==> config.mk <==
export PLATFORM = sky130hd
export DESIGN_NAME = dmem_access_unit
export DESIGN_NICKNAME = d
export VERILOG_FILES = /design/src/rtl/dmem_access_unit.sv
export SDC_FILE = /design/constraint.sdc
export NUM_CORES = 1
export LEC_CHECK = 0
export ABC_AREA = 1
export ABC_CLOCK_PERIOD_IN_PS = 4300
export CAP_MARGIN = 0
export CORE_MARGIN = 2
export CORE_UTILIZATION = 45
export DETAILED_ROUTE_END_ITERATION = 10
export PLACE_DENSITY = 0.81
export SYNTH_ARGS = -nofsm -noshare
export SYNTH_HDL_FRONTEND = slang
export SYNTH_SLANG_ARGS = --single-unit
==> constraint.sdc <==
create_clock -name Clock_i -period 4.3 [get_ports Clock_i]
set_clock_uncertainty 0.05 [all_clocks]
set_input_delay 1.29 -clock Clock_i [delete_from_list [all_inputs] [get_ports Clock_i]]
set_output_delay 1.29 -clock Clock_i [all_outputs]
set_load 0.01 [all_outputs]
==> src/rtl/dmem_access_unit.sv <==
// rtl/dmem_access_unit.sv - requester-side load/store/copy controller for the 16x8 data memory
// All outputs are registered; next-state values are built in one combinational block.
module dmem_access_unit #(
    parameter int ADDR_WIDTH   = 4,
    parameter int DATA_WIDTH   = 8,
    parameter int READ_LATENCY = 1
) (
    input  logic                  Clock_i,
    input  logic                  Reset_i,
    input  logic                  Req_Valid_i,
    output logic                  Req_Ready_o,
    input  logic [1:0]            Req_Op_i,
    input  logic [ADDR_WIDTH-1:0] Req_Address_i,
    input  logic [ADDR_WIDTH-1:0] Req_Dest_i,
    input  logic [ADDR_WIDTH-1:0] Req_Count_i,
    input  logic [DATA_WIDTH-1:0] Req_Data_i,
    output logic                  Resp_Valid_o,
    output logic [DATA_WIDTH-1:0] Resp_Data_o,
    output logic                  Resp_Error_o,
    output logic                  Mem_Write_Enable_o,
    output logic [ADDR_WIDTH-1:0] Mem_Write_Address_o,
    output logic [ADDR_WIDTH-1:0] Mem_Read_Address_o,
    output logic [DATA_WIDTH-1:0] Mem_Data_In_o,
    input  logic [DATA_WIDTH-1:0] Mem_Data_Out_i
);

    typedef enum logic [1:0] {IDLE, READ, WRITE, RESP} state_t;

    localparam logic [1:0] OP_LOAD  = 2'b00;
    localparam logic [1:0] OP_STORE = 2'b01;
    localparam logic [1:0] OP_COPY  = 2'b10;
    localparam logic [1:0] LAT_LAST = 2'(READ_LATENCY - 1);

    state_t                state_q, state_d;
    logic [1:0]            op_q, op_d;
    logic [ADDR_WIDTH-1:0] src_q, src_d;
    logic [ADDR_WIDTH-1:0] dst_q, dst_d;
    logic [ADDR_WIDTH-1:0] cnt_q, cnt_d;
    logic [1:0]            lat_q, lat_d;
    logic                  ready_q, ready_d;
    logic                  resp_valid_q, resp_valid_d;
    logic [DATA_WIDTH-1:0] resp_data_q, resp_data_d;
    logic                  resp_err_q, resp_err_d;
    logic                  we_q, we_d;
    logic [ADDR_WIDTH-1:0] wr_addr_q, wr_addr_d;
    logic [ADDR_WIDTH-1:0] rd_addr_q, rd_addr_d;
    logic [DATA_WIDTH-1:0] din_q, din_d;

    always_comb begin
        state_d     = state_q;
        op_d        = op_q;
        src_d       = src_q;
        dst_d       = dst_q;
        cnt_d       = cnt_q;
        lat_d       = lat_q;
        wr_addr_d   = wr_addr_q;
        rd_addr_d   = rd_addr_q;
        din_d       = din_q;
        we_d        = 1'b0;
        resp_data_d = '0;
        resp_err_d  = 1'b0;
        case (state_q)
            IDLE: begin
                if (Req_Valid_i && ready_q) begin
                    op_d  = Req_Op_i;
                    src_d = Req_Address_i;
                    dst_d = Req_Dest_i;
                    cnt_d = Req_Count_i;
                    lat_d = '0;
                    case (Req_Op_i)
                        OP_LOAD: begin
                            state_d   = READ;
                            rd_addr_d = Req_Address_i;
                        end
                        OP_STORE: begin
                            state_d   = WRITE;
                            we_d      = 1'b1;
                            wr_addr_d = Req_Address_i;
                            din_d     = Req_Data_i;
                        end
                        OP_COPY: begin
                            if (Req_Count_i == '0) begin
                                state_d = RESP;
                            end else begin
                                state_d   = READ;
                                rd_addr_d = Req_Address_i;
                            end
                        end
                        default: begin
                            state_d    = RESP;
                            resp_err_d = 1'b1;
                        end
                    endcase
                end
            end
            READ: begin
                if (lat_q == LAT_LAST) begin
                    if (op_q == OP_LOAD) begin
                        state_d     = RESP;
                        resp_data_d = Mem_Data_Out_i;
                    end else begin
                        state_d   = WRITE;
                        we_d      = 1'b1;
                        wr_addr_d = dst_q;
                        din_d     = Mem_Data_Out_i;
                    end
                end else begin
                    lat_d = lat_q + 2'd1;
                end
            end
            WRITE: begin
                if (op_q != OP_COPY) begin
                    state_d = RESP;
                end else if (cnt_q == ADDR_WIDTH'(1)) begin
                    state_d     = RESP;
                    resp_data_d = din_q;
                end else begin
                    // Next copy word: both bases advance and wrap naturally.
                    state_d   = READ;
                    cnt_d     = cnt_q - ADDR_WIDTH'(1);
                    src_d     = src_q + ADDR_WIDTH'(1);
                    dst_d     = dst_q + ADDR_WIDTH'(1);
                    rd_addr_d = src_q + ADDR_WIDTH'(1);
                    lat_d     = '0;
                end
            end
            default: begin
                state_d = IDLE;
            end
        endcase
        ready_d      = (state_d == IDLE);
        resp_valid_d = (state_d == RESP);
    end

    always_ff @(posedge Clock_i) begin
        if (Reset_i) begin
            state_q      <= IDLE;
            op_q         <= '0;
            src_q        <= '0;
            dst_q        <= '0;
            cnt_q        <= '0;
            lat_q        <= '0;
            ready_q      <= 1'b0;
            resp_valid_q <= 1'b0;
            resp_data_q  <= '0;
            resp_err_q   <= 1'b0;
            we_q         <= 1'b0;
            wr_addr_q    <= '0;
            rd_addr_q    <= '0;
            din_q        <= '0;
        end else begin
            state_q      <= state_d;
            op_q         <= op_d;
            src_q        <= src_d;
            dst_q        <= dst_d;
            cnt_q        <= cnt_d;
            lat_q        <= lat_d;
            ready_q      <= ready_d;
            resp_valid_q <= resp_valid_d;
            resp_data_q  <= resp_data_d;
            resp_err_q   <= resp_err_d;
            we_q         <= we_d;
            wr_addr_q    <= wr_addr_d;
            rd_addr_q    <= rd_addr_d;
            din_q        <= din_d;
        end
    end

    assign Req_Ready_o         = ready_q;
    assign Resp_Valid_o        = resp_valid_q;
    assign Resp_Data_o         = resp_data_q;
    assign Resp_Error_o        = resp_err_q;
    assign Mem_Write_Enable_o  = we_q;
    assign Mem_Write_Address_o = wr_addr_q;
    assign Mem_Read_Address_o  = rd_addr_q;
    assign Mem_Data_In_o       = din_q;

endmodule

==> run_summary.xml <==
<?xml version="1.0" encoding="UTF-8"?>
<metrics>
  <group name="logic_synthesis">
    <metric name="syn-cell-area" unit="mm^2">0.00243</metric>
    <metric name="synthesis.yosys.warnings" unit="">0</metric>
    <metric name="synth_nets" unit="">376</metric>
    <metric name="synth_mux_area_share" unit="%">5.77</metric>
    <metric name="synth-compound-area-share" unit="%">9.95</metric>
    <metric name="synth-xor-area-share" unit="%">0.361</metric>
    <metric name="yosys.area_share.simple" unit="%">32.7</metric>
    <metric name="synth_area_per_cell" unit="um^2">7.27</metric>
    <metric name="synth_top_area_share" unit="%">37.9</metric>
    <metric name="ys_seq_area_share" unit="%">37.9</metric>
    <metric name="synth-seq-cells" unit="">46</metric>
    <metric name="number_of_standard_cells_after_synthesis" unit="">334</metric>
    <metric name="synth_top_area_cell" unit="">sky130_fd_sc_hd__dfxtp_1</metric>
    <metric name="yosys.area_share.adder" unit="%">4.64</metric>
    <metric name="ys_top_cells_by_area" unit="">sky130_fd_sc_hd__dfxtp_1 38%, sky130_fd_sc_hd__nand2_1 12%, sky130_fd_sc_hd__nor2_1 7.9%</metric>
    <metric name="cell_variety_after_synth" unit="">26</metric>
    <metric name="main_combinational_cell_family_by_area_after_synthesis" unit="">simple AND/OR/NAND/NOR gates</metric>
  </group>
  <group name="grt">
    <metric name="grt_first_pass_wirelength" unit="um">9830</metric>
    <metric name="grtUsageTotal" unit="%">20.1</metric>
    <metric name="grt_max_degree" unit="">29</metric>
    <metric name="grt_pass1_vias" unit="">2229</metric>
    <metric name="total_grt_overflow" unit="">0</metric>
    <metric name="initial_antenna_violation_count" unit="">0</metric>
  </group>
  <group name="timing">
    <metric name="setup_violations" unit="">0</metric>
    <metric name="fmax" unit="MHz">386</metric>
    <metric name="period_needed" unit="ns">2.59</metric>
    <metric name="worst-slew-pin-transition" unit="ns">1.02</metric>
    <metric name="slew-limit-headroom" unit="%">32.2</metric>
    <metric name="timing.final.crit_share" unit="%">60.3</metric>
    <metric name="setup_tns" unit="ns">0</metric>
    <metric name="final_hold_viol_count" unit="">0</metric>
    <metric name="rsz_0062_raised_after_global_routing" unit="">false</metric>
    <metric name="slew_viols_final" unit="">0</metric>
  </group>
  <group name="worst_setup_path">
    <metric name="crit_path_top_delay_cell" unit="">sky130_fd_sc_hd__clkdlybuf4s50_1</metric>
    <metric name="worstSetupPathDepth" unit="">1</metric>
    <metric name="worst_path_dominant_cell_family" unit="">buffers and inverters</metric>
    <metric name="reg2regPathDepth" unit="">9</metric>
    <metric name="timing.critical_path.required" unit="ns">2.96</metric>
    <metric name="critPathArrivalTime" unit="ns">1.25</metric>
    <metric name="path_cells" unit="">clkdlybuf4s50_1</metric>
    <metric name="timing.critical_path.fanout_max" unit="">3</metric>
    <metric name="start_kind" unit="">flip-flop</metric>
    <metric name="path_buf_inv" unit="">1</metric>
    <metric name="critical_path_class" unit="">reg2out</metric>
    <metric name="stage_delay_of_the_slowest_cell_on_the_critical_path" unit="ns">0.57</metric>
    <metric name="crit_path_end_kind" unit="">output port</metric>
  </group>
  <group name="cells_and_area">
    <metric name="insertedDiodeCount" unit="">0</metric>
    <metric name="share_of_cells_above_drive_strength_1" unit="%">8.72</metric>
    <metric name="final_cell_area" unit="mm^2">0.00312</metric>
    <metric name="finalNetCount" unit="">431</metric>
    <metric name="syn2layout_area_growth" unit="%">28.4</metric>
  </group>
  <group name="floorplanning">
    <metric name="core-area" unit="mm^2">0.00517</metric>
    <metric name="boundaryPins" unit="">61</metric>
    <metric name="fp-row-count" unit="">26</metric>
    <metric name="die_width" unit="um">77.4</metric>
    <metric name="initial_utilization" unit="%">46.9</metric>
    <metric name="die_ar" unit="mm^2">0.00600</metric>
    <metric name="fp.dieH" unit="um">77.4</metric>
  </group>
  <group name="routing">
    <metric name="wl_per_cell" unit="um">12.4</metric>
    <metric name="via_count_normalized_by_instance_count" unit="">5.00</metric>
    <metric name="ant_nets" unit="">0</metric>
    <metric name="via_count" unit="">2302</metric>
    <metric name="detailedRoute.firstIterationViolations" unit="">123</metric>
    <metric name="drtPass1Iterations" unit="">4</metric>
    <metric name="drc_errors" unit="">0</metric>
    <metric name="drt-total-wl" unit="um">5690</metric>
  </group>
  <group name="clocking">
    <metric name="clk_latency" unit="ns">0.31</metric>
    <metric name="worst_setup_hold_path_clk_slew" unit="ns">0.10</metric>
    <metric name="clock_tree.buffer_depth" unit="">2</metric>
    <metric name="tritoncts" unit="">built</metric>
    <metric name="cts.sink_count" unit="">46</metric>
    <metric name="htree_depth" unit="">2</metric>
    <metric name="clock_tree.root_cell" unit="">sky130_fd_sc_hd__clkbuf_8</metric>
    <metric name="cts.hold.buffers_added" unit="">0</metric>
    <metric name="numCtsBuffers" unit="">5</metric>
    <metric name="post_cts_resized" unit="">0</metric>
    <metric name="post_cts.repair.setup_buffers" unit="">0</metric>
  </group>
  <group name="placement">
    <metric name="post_dp_cell_area" unit="mm^2">0.00302</metric>
    <metric name="hpwl_detailed" unit="um">4070</metric>
    <metric name="numPortBuffers" unit="">60</metric>
    <metric name="gp_congestion" unit="">0.832</metric>
  </group>
  <group name="job">
    <metric name="max_cap_viol_count" unit="">0</metric>
  </group>
  <group name="min_path">
    <metric name="worst_hold_path.num_cells" unit="">2</metric>
    <metric name="holdCritPathClass" unit="">reg2reg</metric>
  </group>
  <group name="outcome">
    <metric name="run_status" unit="">completed</metric>
  </group>
  <group name="pwr">
    <metric name="irDropWorstVdd" unit="uV">305</metric>
    <metric name="power.density" unit="mW/mm^2">648</metric>
    <metric name="leakage" unit="nW">1.25</metric>
  </group>
</metrics>
==> path summary, 6_finish.rpt <==
kind                         start                endpoint  slack (ns)
setup / recovery  Mem_Data_In_o[2]        Mem_Data_In_o[2]        1.71
hold / removal             op_q[0]                 op_q[0]        0.42
setup reg to reg        state_q[1]  Mem_Write_Address_o[2]        1.86
hold reg to reg            op_q[0]                 op_q[0]        0.42
==> logic make-up (layout without fill, tap and decap cells) <==
logic type / after synthesis / in the layout
AO/OA/AOI/OAI: 43 / 43
XOR/XNOR: 1 / 1
adder cells (fa/ha/maj): 9 / 9
buffers and inverters: 42 / 98
flip-flops: 46 / 46
multiplexers: 14 / 14
AND/OR/NAND/NOR: 179 / 179
==> state kept, by name, summed over array words and instances, names as in the netlist, 2 cells and up <==
signal and cells:
state_q 2, Resp_Data_o 8, Mem_Data_In_o 8, Mem_Read_Address_o 4, lat_q 2, op_q 2
Mem_Write_Address_o 4, dst_q 4, cnt_q 4, src_q 4
==> through the flow <==
| step | std cells | hold WS [ns] | util (%) | setup WS (ns) | total power [W] |
|---|---|---|---|---|---|
| global route | 460 | 0.457 | 60.3 | 1.56 | 0.00220 |
| global placement | 452 | 0.403 | 58.4 | 1.41 | 0.00171 |
| CTS | 460 | 0.421 | 60.3 | 1.70 | 0.00203 |
| floorplan | 334 | 0.390 | - | 2.16 | 0.00148 |
| detailed placement | 452 | 0.407 | 58.4 | 1.37 | 0.00175 |
| finish | 460 | 0.420 | 60.3 | 1.71 | 0.00202 |
==> synthesized netlist by cell type, drive strengths merged <==
master  instances
a21oi          25
buf            12
clkbuf          1
dfxtp          46
ha              9
inv            29
mux2i          14
nand2          87
nand3          28
nand4           7
nor2           53
nor3            1
o21ai          18
or2             3
xnor2           1
==> area by class of cell <==
cell class                      instances  area [um^2]
Tap cell                               70         87.6
Clock buffer                            5         68.8
Inverter                               29          109
Sequential cell                        46          921
Multi-Input combinational cell        246         1300
Fill cell                             470         2060
Clock inverter                          3         25.0
Timing Repair Buffer                   61          608
==> power by group <==
part | switching (W) | internal, W
Clock | 0.000166 | 0.000118
Sequential | 0.000108 | 0.000561
Combinational | 0.000627 | 0.000440
Total | 0.000900 | 0.00112
==> cell usage in the layout (no fill, tap or decap), types with 5 or more instances in the layout <==
cell type / instances
sky130_fd_sc_hd__nand2_1: 80
sky130_fd_sc_hd__clkdlybuf4s50_1: 60
sky130_fd_sc_hd__nor2_1: 51
sky130_fd_sc_hd__dfxtp_1: 46
sky130_fd_sc_hd__nand3_1: 26
sky130_fd_sc_hd__inv_1: 25
sky130_fd_sc_hd__a21oi_1: 21
sky130_fd_sc_hd__mux2i_1: 14
sky130_fd_sc_hd__o21ai_0: 14
sky130_fd_sc_hd__ha_1: 9
sky130_fd_sc_hd__nand4_1: 7
sky130_fd_sc_hd__nand2_2: 5
sky130_fd_sc_hd__clkbuf_8: 5
==> metal layers <==
| layer | vias up | global-route usage, % | share of wire [%] |
|---|---|---|---|
| li1 | 1184 | - | - |
| met1 | 1041 | 23.7 | 45 |
| met2 | 69 | 35.7 | 49 |
| met3 | 8 | 4.30 | 5.0 |
| met4 | 0 | 7.68 | 1.5 |
| met5 | - | 0 | 0 |
Note: power is estimated with default switching activity, not from simulation.
